**config.mk**
```make
export PLATFORM = sky130hd
export DESIGN_NAME = snoop_ctrl
export DESIGN_NICKNAME = d
export VERILOG_FILES = /design/src/rtl/snoop_ctrl.sv
export SDC_FILE = /design/constraint.sdc
export NUM_CORES = 1
export LEC_CHECK = 0
export CAP_MARGIN = 15
export CORE_ASPECT_RATIO = 2
export CORE_UTILIZATION = 49
export DETAILED_ROUTE_END_ITERATION = 10
export PLACE_DENSITY = 0.93
export SYNTH_ARGS = -nofsm -noshare
export SYNTH_HDL_FRONTEND = slang
export SYNTH_SLANG_ARGS = --single-unit
```
**constraint.sdc**
```tcl
create_clock -name clk -period 7.4 [get_ports clk]
set_input_delay 1.48 -clock clk [delete_from_list [all_inputs] [get_ports clk]]
set_output_delay 1.48 -clock clk [all_outputs]
set_load 0.05 [all_outputs]
```
**src/rtl/snoop_ctrl.sv**
```systemverilog
// snoop_ctrl: bus-side MSI snoop controller.
// Accepts one bus snoop at a time, probes the storage block's second tag port,
// owns the MSI state of every line, hands Modified-line flushes to the local
// cache controller and returns a snoop response to the bus.
//
// Ports:
//   clk, reset (sync, active-low)
//   snoop_val/snoop_rdy, snoop_type, snoop_addr   : bus snoop request
//   tag_read_en2, addr2, tag_tag, tag_match2       : tag probe to storage
//   st_wr_en, st_wr_idx, st_wr_state               : local state write
//   st_rd_idx, st_rd_state                         : local state read (comb)
//   flush_val/flush_rdy, flush_idx                 : flush request to local ctrl
//   resp_val/resp_rdy, resp_hit/shared/flush       : bus response
//   snoop_hits                                     : saturating hit counter
//
// state  | meaning
// IDLE   | ready for a new snoop
// LOOKUP | tag probe, hit decision, line state commit
// FLUSH  | waiting for local controller to take the flush
// RESP   | presenting response to the bus
module snoop_ctrl #(
    parameter int NLINES = 8,
    parameter int TAG_W  = 32,
    localparam int IDX_W = $clog2(NLINES)
) (
    input  logic             clk,
    input  logic             reset,
    input  logic             snoop_val,
    output logic             snoop_rdy,
    input  logic [1:0]       snoop_type,
    input  logic [31:0]      snoop_addr,
    output logic             tag_read_en2,
    output logic [IDX_W-1:0] addr2,
    output logic [TAG_W-1:0] tag_tag,
    input  logic             tag_match2,
    input  logic             st_wr_en,
    input  logic [IDX_W-1:0] st_wr_idx,
    input  logic [1:0]       st_wr_state,
    input  logic [IDX_W-1:0] st_rd_idx,
    output logic [1:0]       st_rd_state,
    output logic             flush_val,
    input  logic             flush_rdy,
    output logic [IDX_W-1:0] flush_idx,
    output logic             resp_val,
    input  logic             resp_rdy,
    output logic             resp_hit,
    output logic             resp_shared,
    output logic             resp_flush,
    output logic [15:0]      snoop_hits
);

    typedef enum logic [1:0] {IDLE, LOOKUP, FLUSH, RESP} fsm_t;

    localparam logic [1:0] ST_I = 2'd0;
    localparam logic [1:0] ST_S = 2'd1;
    localparam logic [1:0] ST_M = 2'd2;

    localparam logic [1:0] T_BUSRD = 2'd0;
    localparam logic [1:0] T_RSVD  = 2'd3;

    fsm_t             fsm_q, fsm_d;
    logic [1:0]       type_q, type_d;
    logic [IDX_W-1:0] idx_q, idx_d;
    logic [TAG_W-1:0] tag_q, tag_d;
    logic             hit_q, hit_d;
    logic             shared_q, shared_d;
    logic             flush_q, flush_d;
    logic [15:0]      snoop_hits_q, snoop_hits_d;
    logic [1:0]       line_q [NLINES];
    logic [1:0]       line_d [NLINES];

    logic [1:0]       cur_st;
    logic             lk_hit;
    logic             lk_was_m;
    logic [1:0]       lk_post;

    // Lookup decision; the illegal encoding 2'd3 behaves as I.
    always_comb begin
        cur_st   = (line_q[idx_q] == 2'd3) ? ST_I : line_q[idx_q];
        lk_hit   = tag_match2 && (cur_st != ST_I) && (type_q != T_RSVD);
        lk_was_m = (cur_st == ST_M);
        // BusRdX and BusUpgr both invalidate; BusUpgr on M is treated as BusRdX.
        lk_post  = (type_q == T_BUSRD) ? ST_S : ST_I;
    end

    always_comb begin
        fsm_d        = fsm_q;
        type_d       = type_q;
        idx_d        = idx_q;
        tag_d        = tag_q;
        hit_d        = hit_q;
        shared_d     = shared_q;
        flush_d      = flush_q;
        snoop_hits_d = snoop_hits_q;
        line_d       = line_q;

        if (st_wr_en) begin
            line_d[st_wr_idx] = st_wr_state;
        end

        case (fsm_q)
            IDLE: begin
                if (snoop_val) begin
                    type_d = snoop_type;
                    idx_d  = snoop_addr[4 +: IDX_W];
                    tag_d  = TAG_W'(snoop_addr >> (4 + IDX_W));
                    fsm_d  = LOOKUP;
                end
            end
            LOOKUP: begin
                hit_d    = lk_hit;
                shared_d = lk_hit && (lk_post == ST_S);
                flush_d  = lk_hit && lk_was_m;
                if (lk_hit) begin
                    // Written after the local write so the snoop commit wins.
                    line_d[idx_q] = lk_post;
                    if (snoop_hits_q != 16'hFFFF) begin
                        snoop_hits_d = snoop_hits_q + 16'd1;
                    end
                end
                fsm_d = (lk_hit && lk_was_m) ? FLUSH : RESP;
            end
            FLUSH: begin
                if (flush_rdy) begin
                    fsm_d = RESP;
                end
            end
            RESP: begin
                if (resp_rdy) begin
                    fsm_d = IDLE;
                end
            end
            default: fsm_d = IDLE;
        endcase
    end

    always_ff @(posedge clk) begin
        if (!reset) begin
            fsm_q        <= IDLE;
            type_q       <= 2'd0;
            idx_q        <= '0;
            tag_q        <= '0;
            hit_q        <= 1'b0;
            shared_q     <= 1'b0;
            flush_q      <= 1'b0;
            snoop_hits_q <= 16'd0;
            for (int i = 0; i < NLINES; i++) begin
                line_q[i] <= ST_I;
            end
        end else begin
            fsm_q        <= fsm_d;
            type_q       <= type_d;
            idx_q        <= idx_d;
            tag_q        <= tag_d;
            hit_q        <= hit_d;
            shared_q     <= shared_d;
            flush_q      <= flush_d;
            snoop_hits_q <= snoop_hits_d;
            for (int i = 0; i < NLINES; i++) begin
                line_q[i] <= line_d[i];
            end
        end
    end

    // Ready is suppressed while reset is being sampled low.
    assign snoop_rdy    = reset && (fsm_q == IDLE);
    assign tag_read_en2 = (fsm_q == LOOKUP);
    assign addr2        = idx_q;
    assign tag_tag      = tag_q;
    assign flush_val    = (fsm_q == FLUSH);
    assign flush_idx    = idx_q;
    assign resp_val     = (fsm_q == RESP);
    assign resp_hit     = resp_val && hit_q;
    assign resp_shared  = resp_val && shared_q;
    assign resp_flush   = resp_val && flush_q;
    assign snoop_hits   = snoop_hits_q;
    assign st_rd_state  = line_q[st_rd_idx];

endmodule
```
Word-level counts from Yosys, hierarchy flattened
Cells that the tools add are included.
- $mul: 0
- shift operators: 0
- reductions and logical operators: 16
- $lt $le $gt $ge: 5
- multiplexer cells: 22
- add/sub/neg operators: 1
- equality and inequality tests: 11
- div/mod/pow operators: 0
- bitwise gates (word level): 3
- operators with widths (cell ; count):
    2-to-1 mux 16 bit ; 3
    bitwise mux 16 bit ; 2
    2-to-1 mux 2 bit ; 10
    adder 16 x 1 -> 16 bit (second input constant) ; 1
    inequality test 16 bit (second input constant) ; 1
    binary-select mux 2 bit (select 3 bit) ; 2
    demux 2 bit (select 3 bit) ; 2
    greater-or-equal comparator 4 bit (second input constant) ; 3
    NOT 3 -> 4 bit ; 3
    logical AND 1 bit ; 10
    == test 2 bit (second input constant) ; 4
    less-than comparator 4 x 1 -> 1 bit (second input constant) ; 2
    one-hot mux 2 bit (4 select lines) ; 1
    AND reduction 3 bit ; 2
    logical NOT 2 bit ; 2
    inequality test 2 x 1 -> 1 bit (second input constant) ; 2
    inequality test 2 bit (second input constant) ; 2
    == test 2 x 1 -> 1 bit (second input constant) ; 1
    2-to-1 mux 1 bit ; 2
    AND reduction 2 bit ; 1
    nonzero test 2 bit ; 1
    == test 1 bit (second input constant) ; 1
- bits in read-only memories: 0
- latch bits: 0
- input port bits: 49
- memories kept: 0
- word-level logic and storage cells: 74
- output and inout port bits: 63
- bits in writable memories: 0
- register bits: 67

Logic depth before layout (Yosys ltp)
Gate-level depths: netlist of the first run.
- depth after elaboration: 12
- mapped depth: 13
- depth with buffers taken out: 11

Worst setup path after synthesis of the first run
Ideal clock, no wire load.
- kind: input -> output
- start point: input port reset
- end point: output port snoop_rdy
- path slack: 3.210 ns
- arrival: 2.710 ns
- buffers on the path: 2
- data required time: 5.920 ns
- stages: 4
- cells stage by stage: clkbuf_1 -> inv_2 -> clkbuf_1 -> nor2_1
- word-level cells in the longest chain between the ends: 1
- RTL lines (item ; line ; source):
    start: declaration ; 27 ; input logic reset,
    logical AND 1 bit ; 166 ; assign snoop_rdy = reset && (fsm_q == IDLE);
    end: declaration ; 29 ; output logic snoop_rdy,
No other way between the ends.

Worst setup path in the final report of the first run
Ends and elaborated chain as after synthesis.

==> flow_metrics.py, run 1 <==
metrics = {
    "status": {
        "status": "complete, no violations",
    },
    "worst_setup_path": {
        "path_buf_inv": 3,
        "arrival_ns": 3.78,
        "rrSetupSlack_ns": 4.03,
        "cp-end-kind": "output port",
        "worstPathRequired_ns": 5.92,
        "crit_path_max_incr_delay_ns": 0.84,
        "critical-path-slowest-cell": "inv_2",
        "path_class": "in -> out",
        "crit_fanout": 62,
        "worstSetupStartpointType": "input pin",
        "path_cells": "clkdlybuf4s50_1 > inv_2 > nor2_1 > clkdlybuf4s50_1",
        "cp_top_family": "buffers and inverters",
        "crit_top_cell": "clkdlybuf4s50_1",
    },
    "synthesis": {
        "synth-edff-count": 0,
        "syn_inst": 383,
        "yosys-top-cells-area": "dfxtp_1, nand2_1, a21oi_1, mux4_2, mux2i_1",
        "synth_top_area_cell": "dfxtp_1",
        "synth-main-ff-cell": "dfxtp_1",
        "syn_area_sq_um": 3250,
        "yosysTopAreaCellShare": 0.413,
        "seq_area_frac_synth": 0.413,
        "syn_avg_cell_area_sq_um": 8.48,
        "async_flop_share": 0,
        "yosysUniqueCellTypes": 50,
        "synth_seq_cells": 67,
        "ys_warn_count": 0,
    },
    "min_path": {
        "hp-class": "reg -> reg",
    },
    "routing": {
        "num_vias": 3118,
        "drtIter0Drc": 135,
        "drt-total-wl_microns": 9000,
        "drc_errors": 0,
        "vias_per_cell": 5.57,
        "ant_nets": 0,
        "routedWlPerCell_microns": 16.1,
        "drt-pass1-iter-count": 5,
    },
    "power_and_ir_drop": {
        "vdd_ir_drop_max_mv": 0.246,
        "p_int_mw": 0.843,
        "p_sw_mw": 0.475,
        "total_leakage_power_nw": 1.65,
        "pwr-share-comb": 0.336,
        "p_clk_frac": 0.332,
        "swShare": 0.360,
        "power_density_nw_per_um2": 290,
        "p_seq_frac": 0.333,
    },
    "final_layout": {
        "area_growth_pct": 39.8,
        "nFillCells": 493,
        "diodes": 0,
        "fin_nets": 526,
        "final_area_sq_um": 4540,
        "drive_above_1_share": 0.0717,
    },
    "cts": {
        "path_clk_slew_ns": 0.05,
        "cts_tree": "built",
        "cts_sinks": 67,
        "clockBufferDepth": 2,
        "htree_levels": 3,
        "cts_buffers": 9,
        "post-cts-setup-buffers": 0,
        "post_cts_resized": 0,
        "cts_hold_buf": 0,
        "cts-root-buf": "clkbuf_16",
        "insertion_delay_ns": 0.33,
    },
    "floorplan": {
        "io_pins": 112,
        "fp.dieW_microns": 59.6,
        "die_h_microns": 117,
        "start_util": 0.511,
        "coreArea_sq_um": 6360,
        "fp-row-count": 41,
        "dieArea_sq_um": 6980,
    },
    "global_route": {
        "grt_pass1_vias": 3146,
        "grt_util_all_layers": 0.273,
        "grt_antenna_before_repair": 0,
        "grt_pass1_wl_microns": 14100,
        "grt_max_degree": 63,
        "grt_remaining_overflow": 0,
    },
    "timing": {
        "rsz0062_at_grt": "false",
        "finClkSkew_ns": 0.00568,
        "worst_pin_slew_ns": 1.05,
        "slew_headroom": 0.303,
        "period_share": 0.711,
        "min_period_ns": 5.26,
        "setup-tns-final_ns": 0,
        "maxSlewViolCount": 0,
        "setup_viol": 0,
        "hold_viol": 0,
        "clock.fmax_mhz": 190,
    },
    "place": {
        "place_area_sq_um": 4230,
        "dp_hpwl_microns": 6320,
        "place.gp.congestion": 0.946,
        "port_buffers": 100,
    },
    "flow_run": {
        "maxCapViolations": 0,
    },
}
==> final timing paths <==
kind	depth (start not counted)	from	endpoint
max reg2reg	8	addr2[0]	snoop_hits[13]
min	2	tag_tag[23]	tag_tag[23]
max	4	reset	snoop_rdy
min reg2reg	2	tag_tag[23]	tag_tag[23]
==> cell families (layout without fill, tap and decap cells) <==
| kind of cell | count (synthesis) | count (layout) | synth area share |
|---|---|---|---|
| compound gates | 73 | 73 | 0.143 |
| simple gates | 162 | 162 | 0.238 |
| fa+ha+maj | 7 | 7 | 0.0270 |
| xor+xnor | 4 | 4 | 0.0108 |
| other cells | 1 | 7 | 0.00115 |
| buf+inv | 43 | 128 | 0.0616 |
| mux | 26 | 26 | 0.106 |
| flops | 67 | 67 | 0.413 |
==> area by class of cell <==
cell class,instances,area (sq um),share of cell area
clock buffer,14,284,0.0625
clock inverter,1,30.0,0.00661
inverter,13,48.8,0.0107
multi-input combinational,279,1730,0.381
sequential,67,1340,0.295
tap,86,108,0.0237
timing repair buffer,100,1000,0.220
==> placed cells by master (no fill, tap or decap), types with 3 or more instances in the layout <==
master / synthesis / layout
clkdlybuf4s50_1: 0 / 100
nand2_1: 77 / 77
dfxtp_1: 67 / 67
a21oi_1: 35 / 35
nor2_1: 22 / 22
nor3_1: 17 / 17
a211oi_1: 16 / 16
mux2i_1: 13 / 13
inv_1: 12 / 12
nand3_1: 9 / 9
clkbuf_16: 0 / 9
mux2_2: 7 / 7
ha_1: 7 / 7
conb_1: 1 / 7
mux4_2: 6 / 6
nand2b_1: 5 / 5
and2_1: 5 / 5
nand4_1: 5 / 5
a31oi_1: 4 / 4
nor2b_1: 4 / 4
clkbuf_8: 0 / 4
o21ai_0: 3 / 3
nor4_1: 3 / 3
nand4b_1: 3 / 3
==> synth_stat cells (all sizes together), types with 2 or more instances <==
cell,number
mux4,6
and3,2
o21ai,4
a31oi,4
nor3b,2
o31ai,2
inv,13
nor4,3
nand3,9
nor2b,5
mux2,7
nor3,17
ha,7
buf,11
a211oi,17
nand4b,3
dfxtp,67
mux2i,13
and2,5
nand2b,5
nor2,22
clkbuf,19
or4,2
nand2,77
xnor2,2
o211ai,3
a21oi,35
nand4,6
xor2,2
==> power by group through the flow <==
| stage | combinational, mW | clock, mW | sequential [mW] |
|---|---|---|---|
| 2_1_floorplan | 0.214 | 0 | 0.532 |
| 3_3_place_gp | 0.425 | 0 | 0.442 |
| 3_5_place_dp | 0.435 | 0 | 0.444 |
| 4_1_cts | 0.441 | 0.443 | 0.438 |
| 5_1_grt | 0.468 | 0.459 | 0.445 |
| 6_report | 0.442 | 0.438 | 0.439 |
==> state kept, by name, indices dropped and copies added (netlist names) <==
signal      cells
addr2           3
tag_tag        25
type_q          2
flush_q         1
hit_q           1
line_q         16
snoop_hits     16
shared_q        1
fsm_q           2
==> metrics by stage <==
stage | hold WS [ns] | setup WS (ns) | utilization | power [mW] | instances
floorplan | 0.441 | 3.21 | - | 0.746 | 389
global placement | 0.441 | 2.19 | 0.665 | 0.867 | 545
detailed placement | 0.446 | 2.14 | 0.665 | 0.879 | 545
CTS | 0.452 | 2.13 | 0.714 | 1.32 | 560
global route | 0.480 | 1.99 | 0.714 | 1.37 | 560
finish | 0.452 | 2.14 | 0.714 | 1.32 | 560
==> worst reg2reg max path, cell delays in order (launching register included) <==
cell and delay (ns):
dfxtp_1 0.67, mux4_2 0.59, mux2_2 0.28, ha_1 0.28, nor2b_2 0.18, and3_1 0.33, nand3_1 0.20, or4_1 0.53
a21oi_1 0.21
==> layer usage <==
layer,up-vias,track usage,part of all wire
met5,-,0,0
met4,0,0.175,0.042
met3,32,0.0758,0.049
met2,127,0.492,0.56
met1,1458,0.261,0.35
li1,1501,-,-
Note: power is estimated with default switching activity, not from simulation.
==> run 2: changes to the inputs <==
--- a/config.mk
+++ b/config.mk
@@ -7,9 +7,9 @@
 export LEC_CHECK = 0
 export CAP_MARGIN = 15
 export CORE_ASPECT_RATIO = 2
-export CORE_UTILIZATION = 49
+export CORE_UTILIZATION = 41
 export DETAILED_ROUTE_END_ITERATION = 10
-export PLACE_DENSITY = 0.93
+export PLACE_DENSITY = 0.83
 export SYNTH_ARGS = -nofsm -noshare
 export SYNTH_HDL_FRONTEND = slang
 export SYNTH_SLANG_ARGS = --single-unit
==> constraint.sdc (replaced) <==
create_clock -name clk -period 4.5 [get_ports clk]
set_input_delay 0.9 -clock clk [delete_from_list [all_inputs] [get_ports clk]]
set_output_delay 0.9 -clock clk [all_outputs]
set_load 0.05 [all_outputs]
==> flow_metrics.py, run 2 (synthesis results as in run 1) <==
metrics = {
    "timing": {
        "finClkSkew_ns": 0.00596,
        "period_share": 0.878,
        "slew_headroom": 0.281,
        "setup_viol": 0,
        "min_period_ns": 3.95,
        "rsz0062_at_grt": "false",
        "hold_viol": 0,
        "setup-tns-final_ns": 0,
        "maxSlewViolCount": 0,
        "clock.fmax_mhz": 253,
        "worst_slack_ns": 0.551,
        "worst_pin_slew_ns": 1.08,
    },
    "worst_setup_path": {
        "path_cells": "clkdlybuf4s50_1 > mux4_2 > mux2_2 > clkdlybuf4s50_1",
        "path_buf_inv": 2,
        "worstPathRequired_ns": 3.60,
        "worst-r2r-cell-count": 8,
        "critical-path-slowest-cell": "clkdlybuf4s50_1",
        "path_class": "in -> out",
        "arrival_ns": 3.05,
        "worstSetupStartpointType": "input pin",
        "crit_path_max_incr_delay_ns": 0.69,
        "cp-end-kind": "output port",
        "reg2reg_from": "addr2[0]",
        "timing.rr.end": "snoop_hits[12]",
        "crit_top_cell": "clkdlybuf4s50_1",
        "crit_fanout": 4,
        "cp_top_family": "buffers and inverters",
        "rrSetupSlack_ns": 1.14,
    },
    "global_route": {
        "grt_max_degree": 62,
        "grt_remaining_overflow": 0,
        "grt_pass1_vias": 2917,
        "grt_util_all_layers": 0.224,
        "grt_pass1_wl_microns": 14100,
        "grt_antenna_before_repair": 0,
    },
    "final_layout": {
        "mostFrequentLayoutCells": "clkdlybuf4s50_1, nand2_1, dfxtp_1",
        "diodes": 0,
        "fin_nets": 527,
        "area_growth_pct": 40.4,
        "drive_above_1_share": 0.0777,
        "stdcell_count": 570,
        "layout_commonest_cell": "clkdlybuf4s50_1",
        "largest_reg_flops": 25,
    },
    "floorplan": {
        "dieArea_sq_um": 8300,
        "fp.dieW_microns": 64.9,
        "start_util": 0.427,
        "die_h_microns": 128,
        "io_pins": 112,
        "fp-row-count": 45,
        "coreArea_sq_um": 7600,
    },
    "place": {
        "port_buffers": 100,
        "dp_hpwl_microns": 6460,
        "pre_cts_slack_ns": 0.551,
        "place.gp.congestion": 0.909,
        "dp.cells": 554,
    },
    "status": {
        "status": "complete, no violations",
    },
    "cts": {
        "cts-root-buf": "clkbuf_16",
        "insertion_delay_ns": 0.33,
        "post_cts_resized": 0,
        "post-cts-setup-buffers": 0,
        "cts_buffers": 9,
        "clockBufferDepth": 2,
        "cts_tree": "built",
        "path_clk_slew_ns": 0.06,
        "cts_sinks": 67,
        "htree_levels": 3,
        "cts_hold_buf": 0,
    },
    "min_path": {
        "hp-class": "reg -> reg",
        "worst_hold_path.num_cells": 2,
        "min_to": "tag_tag[7]",
        "min_from": "tag_tag[7]",
    },
    "routing": {
        "drt-total-wl_microns": 8980,
        "drc_errors": 0,
        "drt-pass1-iter-count": 4,
        "num_vias": 3116,
        "ant_nets": 0,
        "routedWlPerCell_microns": 15.8,
        "drtIter0Drc": 197,
        "vias_per_cell": 5.47,
    },
    "power_and_ir_drop": {
        "vdd_ir_drop_max_mv": 0.430,
        "power_density_nw_per_um2": 475,
        "p_clk_frac": 0.336,
        "p_int_mw": 1.37,
        "total_leakage_power_nw": 1.66,
        "p_seq_frac": 0.332,
        "p_sw_mw": 0.793,
        "swShare": 0.366,
        "pwr-share-comb": 0.332,
    },
    "flow_run": {
        "maxCapViolations": 0,
    },
}
run 2: cell count changes in the layout (fill, tap and decap cells not counted):
cell / delta
clkbuf_8: -1
clkbuf_1: -1
buf_4: +1
clkinvlp_4: +1
clkinv_2: +2
run 2: worst register-to-register path: cells and delay by family, from the launching register on:
family,cells,cell delay [ns]
xor gates and xnor gates,1,0.15
adders and majority gates,1,0.28
DFF,1,0.67
muxes,2,0.86
and+or+nand+nor,4,1.26
run 2: layer usage:
layer / GRT usage / up-vias / wire length (microns)
met3: 0.0543 / 18 / 409
met5: 0 / - / 0
met1: 0.227 / 1489 / 3320
met4: 0.116 / 0 / 250
met2: 0.410 / 105 / 5000
li1: - / 1504 / -
run 2: area by class of cell:
cell class                 count  area, sq um
clock buffer                  12          267
multi-input combinational    279         1730
timing repair buffer         101         1010
tap                           94          118
sequential                    67         1340
inverter                      13         48.8
clock inverter                 4         47.5
fill                         662         3040
run 2: power groups by stage:
stage | Clock (mW) | Sequential, mW | Combinational, mW
finish | 0.727 | 0.719 | 0.719
global route | 0.762 | 0.728 | 0.775
CTS | 0.741 | 0.718 | 0.723
detailed placement | 0 | 0.731 | 0.719
global placement | 0 | 0.727 | 0.704
floorplan | 0 | 0.876 | 0.351
run 2: how the worst max path moves through the flow:
| stage | startpoint | endpoint | depth (start not counted) |
|---|---|---|---|
| after global placement | st_rd_idx[0] | st_rd_state[0] | 4 |
| after global routing | st_rd_idx[0] | st_rd_state[1] | 4 |
| after CTS | st_rd_idx[0] | st_rd_state[0] | 4 |
| final | st_rd_idx[0] | st_rd_state[0] | 4 |
| after detailed placement | st_rd_idx[0] | st_rd_state[0] | 4 |
| after floorplan | addr2[0] | snoop_hits[13] | 10 |
run 2: metrics by stage:
| stage | hold WS (ns) | cell area (sq um) | utilization | power, mW |
|---|---|---|---|---|
| floorplan | 0.441 | 3270 | - | 1.23 |
| global route | 0.478 | 4560 | 0.600 | 2.26 |
| CTS | 0.453 | 4560 | 0.600 | 2.18 |
| detailed placement | 0.446 | 4250 | 0.559 | 1.45 |
| finish | 0.452 | 4560 | 0.600 | 2.17 |
| global placement | 0.442 | 4250 | 0.559 | 1.43 |
==> run 3: changes to the inputs <==
--- a/config.mk
+++ b/config.mk
@@ -10,6 +10,8 @@
 export CORE_UTILIZATION = 41
 export DETAILED_ROUTE_END_ITERATION = 10
 export PLACE_DENSITY = 0.83
+export RECOVER_POWER = 25
+export SLEW_MARGIN = 25
 export SYNTH_ARGS = -nofsm -noshare
 export SYNTH_HDL_FRONTEND = slang
 export SYNTH_SLANG_ARGS = --single-unit
==> flow_metrics.py, run 3 (synthesis results as in run 1) <==
metrics = {
    "status": {
        "status": "finished, violations left",
        "violations": "capacitance limit, slew limit",
    },
    "power_and_ir_drop": {
        "power_density_nw_per_um2": 475,
        "vdd_ir_drop_max_mv": 0.422,
        "p_sw_mw": 0.793,
        "p_clk_frac": 0.336,
        "pwr-share-comb": 0.332,
        "p_int_mw": 1.37,
        "swShare": 0.366,
        "p_seq_frac": 0.332,
        "finalPower_mw": 2.17,
        "total_leakage_power_nw": 1.66,
    },
    "cts": {
        "cts-root-buf": "clkbuf_16",
        "insertion_delay_ns": 0.33,
        "post-cts-setup-buffers": 0,
        "htree_levels": 3,
        "path_clk_slew_ns": 0.05,
        "post_cts_resized": 0,
        "clockBufferDepth": 2,
        "cts_hold_buf": 0,
        "cts_tree": "built",
        "cts_sinks": 67,
        "cts_buffers": 9,
    },
    "worst_setup_path": {
        "path_cells": "clkdlybuf4s50_1 > mux4_2 > mux2_2 > clkdlybuf4s50_1",
        "critical-path-slowest-cell": "clkdlybuf4s50_1",
        "arrival_ns": 3.05,
        "cp-end-kind": "output port",
        "worst-r2r-cell-count": 8,
        "worstSetupStartpointType": "input pin",
        "crit_top_cell": "clkdlybuf4s50_1",
        "crit_fanout": 4,
        "path_class": "in -> out",
        "crit_path_max_incr_delay_ns": 0.69,
        "worstPathRequired_ns": 3.60,
    },
    "final_layout": {
        "final_area_sq_um": 4560,
        "stdcell_count": 570,
        "fin_util": 0.600,
        "fin_nets": 527,
        "area_growth_pct": 40.4,
        "largest_reg_flops": 25,
        "drive_above_1_share": 0.0777,
        "nFillCells": 663,
        "mostFrequentLayoutCells": "clkdlybuf4s50_1, nand2_1, dfxtp_1",
        "diodes": 0,
        "layout_commonest_cell": "clkdlybuf4s50_1",
    },
    "floorplan": {
        "start_util": 0.427,
        "fp-row-count": 45,
        "fp.dieW_microns": 64.9,
        "coreArea_sq_um": 7600,
        "die_h_microns": 128,
        "io_pins": 112,
        "dieArea_sq_um": 8300,
    },
    "global_route": {
        "grt_remaining_overflow": 0,
        "grt_max_degree": 62,
        "grt_pass1_wl_microns": 14100,
        "grt_antenna_before_repair": 0,
        "grt_util_all_layers": 0.224,
        "grt_pass1_vias": 2917,
    },
    "timing": {
        "setup_viol": 0,
        "setup-tns-final_ns": 0,
        "slew_headroom": -0.782,
        "hold_viol": 0,
        "maxSlewViolCount": 62,
        "min_period_ns": 3.95,
        "period_share": 0.877,
        "finClkSkew_ns": 0.00695,
        "clock.fmax_mhz": 253,
        "worst_pin_slew_ns": 2.67,
        "rsz0062_at_grt": "false",
    },
    "routing": {
        "drt-met1-wl_microns": 3290,
        "highest_layer": "met4",
        "dr_wl_met2_microns": 5000,
        "ant_nets": 0,
        "drc_errors": 0,
        "num_vias": 3115,
        "drt-total-wl_microns": 8950,
        "drtIter0Drc": 146,
        "routedWlPerCell_microns": 15.7,
        "met3_length_microns": 408,
        "vias_per_cell": 5.46,
        "drt-pass1-iter-count": 4,
    },
    "min_path": {
        "hp-class": "reg -> reg",
        "worst_hold_path.num_cells": 2,
    },
    "place": {
        "port_buffers": 100,
        "place_area_sq_um": 4250,
        "dp.cells": 554,
        "dp_hpwl_microns": 6460,
        "place.gp.congestion": 0.909,
    },
    "flow_run": {
        "maxCapViolations": 1,
    },
}
[run 3: final timing paths]
check                             startpoint              to  slack, ns
worst max-delay path            st_rd_idx[0]  st_rd_state[0]       0.55
worst min-delay path              tag_tag[7]      tag_tag[7]       0.45
worst max register to register      addr2[0]  snoop_hits[12]       1.06
worst min register to register    tag_tag[7]      tag_tag[7]       0.45
[run 3: through the flow]
| step | hold slack (ns) | setup slack [ns] |
|---|---|---|
| after global placement | 0.442 | 0.581 |
| after CTS | 0.453 | 0.546 |
| after global routing | 0.478 | 0.355 |
| final | 0.450 | 0.553 |
| after floorplan | 0.441 | 1.14 |
| after detailed placement | 0.446 | 0.551 |
[run 3: power groups by stage]
stage	combinational [mW]	sequential, mW	clock (mW)
2_1_floorplan	0.351	0.876	0
3_3_place_gp	0.704	0.727	0
3_5_place_dp	0.719	0.731	0
4_1_cts	0.723	0.718	0.741
5_1_grt	0.776	0.728	0.762
6_report	0.720	0.719	0.728
[run 3: area by class of cell]
| cell class | count | area [sq um] | share of cell area |
|---|---|---|---|
| multi-input cells | 279 | 1730 | 0.380 |
| flip-flops and latches | 67 | 1340 | 0.294 |
| repair buffers | 101 | 1000 | 0.220 |
| clock buffers | 12 | 267 | 0.0585 |
| well taps | 94 | 118 | 0.0258 |
| inverters | 13 | 48.8 | 0.0107 |
| clock inverters | 4 | 47.5 | 0.0104 |
[run 3: worst max-delay path: cells and delay by family]
| kind | cells | cell delay [ns] |
|---|---|---|
| buffers and inverters | 2 | 1.32 |
| multiplexers | 2 | 0.82 |
[run 3: layer usage]
layer / track usage / up-vias
met5: 0 / -
met4: 0.116 / 0
met3: 0.0543 / 16
met2: 0.410 / 98
met1: 0.227 / 1499
li1: - / 1502
==> patch 1 (config.mk and constraints of run 1) <==
Register the output `resp_shared`, with the module's reset; this adds one clock of latency there. The other outputs are not delayed to match.
--- a/src/rtl/snoop_ctrl.sv
+++ b/src/rtl/snoop_ctrl.sv
@@ -171,7 +171,13 @@
     assign flush_idx    = idx_q;
     assign resp_val     = (fsm_q == RESP);
     assign resp_hit     = resp_val && hit_q;
-    assign resp_shared  = resp_val && shared_q;
+    always_ff @(posedge clk) begin
+        if (!reset) begin
+            resp_shared <= '0;
+        end else begin
+            resp_shared <= resp_val && shared_q;
+        end
+    end
     assign resp_flush   = resp_val && flush_q;
     assign snoop_hits   = snoop_hits_q;
     assign st_rd_state  = line_q[st_rd_idx];
Check against the original RTL: not equivalent (Yosys sat finds a counterexample within 4 cycles, from zero or initial values and one cycle with reset low).
==> patch 1 against run 1 <==
Synthesized cell count increased by 1.6%; clock skew about the same; die area increased by 0.27%; worst setup slack better by 150 ps; sequential share of layout area increased by 0.25 points; global-route usage hardly changed; sequential power increased by 1%; largest cell class unchanged; synthesized area up 0.27%; design area is 0.63% higher; sequential cell count up 1; total power up 1.9%; clock power rose by 3%; wire length increased by 1.6%; combinational power grew 1%.
==> patch 1: results (changes against run 1) <==
Routing
The count of vias placed by the detailed router came to 3210 (was 3118). The number of optimization iterations in the first detailed-route pass is 4 (was 5). The number of DRC violations after detailed-routing iteration 0 is 171 (was 135). The routed wire length per instance is 16.0 um (was 16.1 um).

Layout
The number of nets at the end of the flow is 535 (was 526). The total inserted antenna cells was 0 (unchanged). The ratio of cells with drive above 1 in the final layout is 6.82% (was 7.17%).

Power
The total leakage power is 1.64 nW (was 1.65 nW). The worst supply voltage drop on vdd is 0.301 mV (was 0.246 mV). The power dissipated by switching net loads is 0.493 mW (was 0.475 mW).

Logic synthesis
Top cells by count, synth: nand2_1 (74), dfxtp_1 (68), a21oi_1 (37) (was nand2_1 (77), dfxtp_1 (67), a21oi_1 (35)). The post-synthesis sequential area ratio was 41.8% (was 41.3%). The post-synthesis compound-gate area fraction is 14.6% (was 14.3%). Dominant cells by area after synthesis: dfxtp_1 (42%), nand2_1 (8.5%), a21oi_1 (5.7%) (was dfxtp_1 (41%), nand2_1 (8.9%), a21oi_1 (5.4%)). The share of synthesized cell area in full adder, half adder and majority cells came to 2.69% (was 2.70%). The xor-xnor portion of the synthesized cell area is 1.08% (about the same).

The mux cell area share after synthesis is 9.14% (was 10.6%).

Global route
The maximum number of pins on one net before global-route repair came to 62 (was 63). The via count of the first global-routing pass is 3073 (was 3146). The combined global-route utilization of all metal layers is 27.3% (about the same). The wire length of the first global-routing pass was 14200 um (was 14100 um).

Place
The weighted congestion reported at the end of routability-driven placement is 0.965 (was 0.946). The half-perimeter wire length of the detailed placement result is 6400 um (was 6320 um).

STA
The setup clock skew after layout came to 6.14 ps (was 5.68 ps). The slew of the pin with the lowest slew margin was 1070 ps (was 1050 ps).

Setup path
The cell depth of the worst flop-to-flop path is 11 (was 8). The highest fanout seen on the critical path is 4 (was 62). The arrival time of the worst setup path is 3630 ps (was 3780 ps).

Clock tree
The clock latency at the later pin of the worst-skew pair came to 330 ps (about the same).

Status
Result of the run: finished clean (unchanged).
-- patch 1: changes by cell type after synthesis, moves of 2 or more --
cell	run 1	this run
clkbuf_1	19	17
nand4_1	5	8
nand2_1	77	74
nor4_1	3	1
nand3_1	9	13
or3_1	1	5
a211oi_1	16	12
a21oi_1	35	37
o21a_1	0	2
o31ai_1	2	0
inv_1	12	9
mux4_2	6	4
o21ai_0	3	7
-- patch 1: kinds of logic after synthesis --
logic type,Yosys count
adder cells (fa/ha/maj),7
AO/OA/AOI/OAI,76
multiplexers,24
flip-flops,68
XOR/XNOR,4
AND/OR/NAND/NOR,171
other,1
buffers and inverters,38
-- patch 1: power groups by stage --
stage | sequential (mW) | clock, mW | combinational [mW]
after CTS | 0.444 | 0.460 | 0.448
after global routing | 0.450 | 0.474 | 0.476
final | 0.444 | 0.452 | 0.447
after floorplan | 0.538 | 0 | 0.221
after global placement | 0.448 | 0 | 0.434
after detailed placement | 0.450 | 0 | 0.444
-- patch 1: layout make-up --
class	count	area, um^2
sequential	68	1360
clock buffer	10	229
clock inverter	6	88.8
fill	490	1790
multi-input combinational	289	1740
inverter	10	37.5
tap	86	108
timing repair buffer	101	1010
-- patch 1: stage by stage --
stage	setup WS, ps	std cells
after floorplan	3550	395
after global placement	2340	554
after detailed placement	2290	554
after CTS	2290	570
after global routing	2220	570
final	2290	570
-- patch 1: path summary, 6_finish.rpt --
check                                         startpoint                        to  slack, ps
worst min register to register  tag_tag[14]$_SDFFE_PN0P_  tag_tag[14]$_SDFFE_PN0P_        450
worst max-delay path                        st_rd_idx[0]            st_rd_state[0]       2290
worst max register to register     addr2[0]$_SDFFE_PN0P_     line_q[10]$_SDFF_PN0_       4210
worst min-delay path            tag_tag[14]$_SDFFE_PN0P_  tag_tag[14]$_SDFFE_PN0P_        450
-- patch 1: routing by layer --
layer / GRT usage, % / up-vias / wire length [um]
met3: 9.56 / 27 / 558
met2: 48.0 / 116 / 5030
li1: - / 1535 / -
met1: 26.1 / 1532 / 3190
met4: 16.9 / 0 / 369
met5: 0 / - / 0
-- patch 1: critical path: stages --
cell	delay, ps
clkdlybuf4s50_1	620
mux4_2	550
mux2_2	280
clkdlybuf4s50_1	690
==> patch 2 (flow settings as in run 1) <==
Without the edit above. Set the parameter `TAG_W` to 24 (it was 32).
--- a/src/rtl/snoop_ctrl.sv
+++ b/src/rtl/snoop_ctrl.sv
@@ -20,7 +20,7 @@
 // RESP   | presenting response to the bus
 module snoop_ctrl #(
     parameter int NLINES = 8,
-    parameter int TAG_W  = 32,
+    parameter int TAG_W  = 24,
     localparam int IDX_W = $clog2(NLINES)
 ) (
     input  logic             clk,
Ports: changed (resized tag_tag); port bits go from 112 to 104. The function was not compared with the original's and may differ.
==> patch 2 against run 1 <==
Hold slack barely moved; total power is 5.3% lower; largest power group is now sequential cells; count of clock-buffer cells in the layout is 3 lower; largest cell class unchanged; sequential cell count is 1 lower; design area down 0.14%; core utilization decreased by 0.098 points; synthesized cell count unchanged; combinational power decreased by 2%; critical path depth did not move; worst setup slack improved by 99 ps; wire length up 3.1%; synthesized area rose by 0.92%; register-to-register slack got worse by 380 ps.
==> patch 2: results (changes against run 1) <==
Setup path
The origin of the worst setup path is st_rd_idx[0] (was reset). The endpoint of the worst setup timing path is st_rd_state[1] (was snoop_rdy). The delay contributed by the slowest stage of the critical path is 710 ps (was 840 ps). The arrival time of the worst setup path is 3680 ps (was 3780 ps). The register-to-register setup slack was 3650 ps (was 4030 ps). The highest fanout seen on the critical path is 4 (was 62). The cell type of the slowest stage on the worst timing path is clkdlybuf4s50_1 (was inv_2).

Layout
The design area is 0.00454 mm^2 (about the same). The number of nets at the end of the flow is 522 (was 526). The ratio of cells with drive above 1 in the final layout is 7.46% (was 7.17%). The flip-flop count of the largest register, all copies and words added is 24 (was 25). The filler cell count in the final layout was 473 (was 493).

Logic synthesis
Top cells by count, synth: nand2_1 (77), dfxtp_1 (66), a21oi_1 (39) (was nand2_1 (77), dfxtp_1 (67), a21oi_1 (35)). The post-synthesis sequential area ratio is 40.3% (was 41.3%). The number of distinct library cells after synthesis is 48 (was 50).

Routing
The number of DRC violations after detailed-routing iteration 0 was 113 (was 135). The via density per instance is 5.83 (was 5.57).

Place
The half-perimeter wire length of the detailed placement result was 6510 um (was 6320 um). The weighted congestion reported at the end of routability-driven placement is 0.912 (was 0.946). The instance area at placement was 0.00428 mm^2 (was 0.00423 mm^2). The number of port buffers is 98 (was 100).

STA
The setup clock skew after layout was 6.92 ps (was 5.68 ps). The relative slew slack came to 33.2% (was 30.3%).

Power
The worst supply voltage drop on vdd is 0.232 mV (was 0.246 mV).

Status
Result of the run: finished clean (unchanged).

Global route
The wire length of the first global-routing pass was 15000 um (was 14100 um). The combined global-route utilization of all metal layers is 28.2% (was 27.3%).
## patch 2: cell count changes after synthesis, sizes merged, moves of 4 or more
cell,change
a211oi,-16
nor2,-12
mux2i,+11
nor4,+9
o31a,+5
or4,+5
a21oi,+4
mux2,-4
nor2b,-4
o31ai,+4
## patch 2: power by group
group | leakage (nW) | internal (mW) | switching (mW)
logic | 0.922 | 0.147 | 0.288
registers | 0.537 | 0.397 | 0.0412
clock network | 0.127 | 0.230 | 0.145
total | 1.59 | 0.774 | 0.474
## patch 2: final cells by class
cell class	instances	share of cell area, %
inverters	10	0.828
clock buffers	11	5.35
multi-input cells	278	39.8
well taps	86	2.37
repair buffers	101	22.1
clock inverters	3	0.386
flip-flops and latches	66	29.1
## patch 2: how the worst min path moves through the flow
stage,endpoint,slack [ps],depth (start not counted),startpoint
2_1_floorplan,hit_q$_SDFFE_PN0P_,440,2,hit_q$_SDFFE_PN0P_
5_1_grt,tag_tag[8]$_SDFFE_PN0P_,470,2,tag_tag[8]$_SDFFE_PN0P_
4_1_cts,tag_tag[15]$_SDFFE_PN0P_,450,2,tag_tag[15]$_SDFFE_PN0P_
6_report,tag_tag[15]$_SDFFE_PN0P_,450,2,tag_tag[15]$_SDFFE_PN0P_
3_5_place_dp,tag_tag[15]$_SDFFE_PN0P_,450,2,tag_tag[15]$_SDFFE_PN0P_
3_3_place_gp,tag_tag[11]$_SDFFE_PN0P_,440,2,tag_tag[11]$_SDFFE_PN0P_
## patch 2: stage by stage
stage | total power, mW | worst slack, ps | cells
after floorplan | 0.737 | 3180 | 383
after global placement | 0.858 | 2320 | 541
after detailed placement | 0.874 | 2270 | 541
after CTS | 1.25 | 2270 | 555
after global routing | 1.30 | 2170 | 555
final | 1.25 | 2240 | 555
## patch 2: cells by family after synthesis
family,after synthesis,synth area share (%)
AO/OA/AOI/OAI,72,13.9
AND/OR/NAND/NOR,166,25.8
flip-flops,66,40.3
adder cells (fa/ha/maj),7,2.67
multiplexers,33,12.5
buffers and inverters,39,4.81
## patch 2: metal layers
layer  routed length (um)  track usage, %  vias to the layer above
met2                 5090            50.0                      121
met4                  511            19.8                        0
met5                    0               0                        -
met1                 3240            26.2                     1523
li1                     -               -                     1546
met3                  442            6.81                       43
## patch 2: worst reg2reg max path, stage by stage, from the launching register on
cell and delay (ps):
dfxtp_1 810, mux4_2 600, mux2_2 280, ha_1 270, nor2b_1 270, nand3_1 460
buf_4 370, nor4_1 380, mux2i_1 240
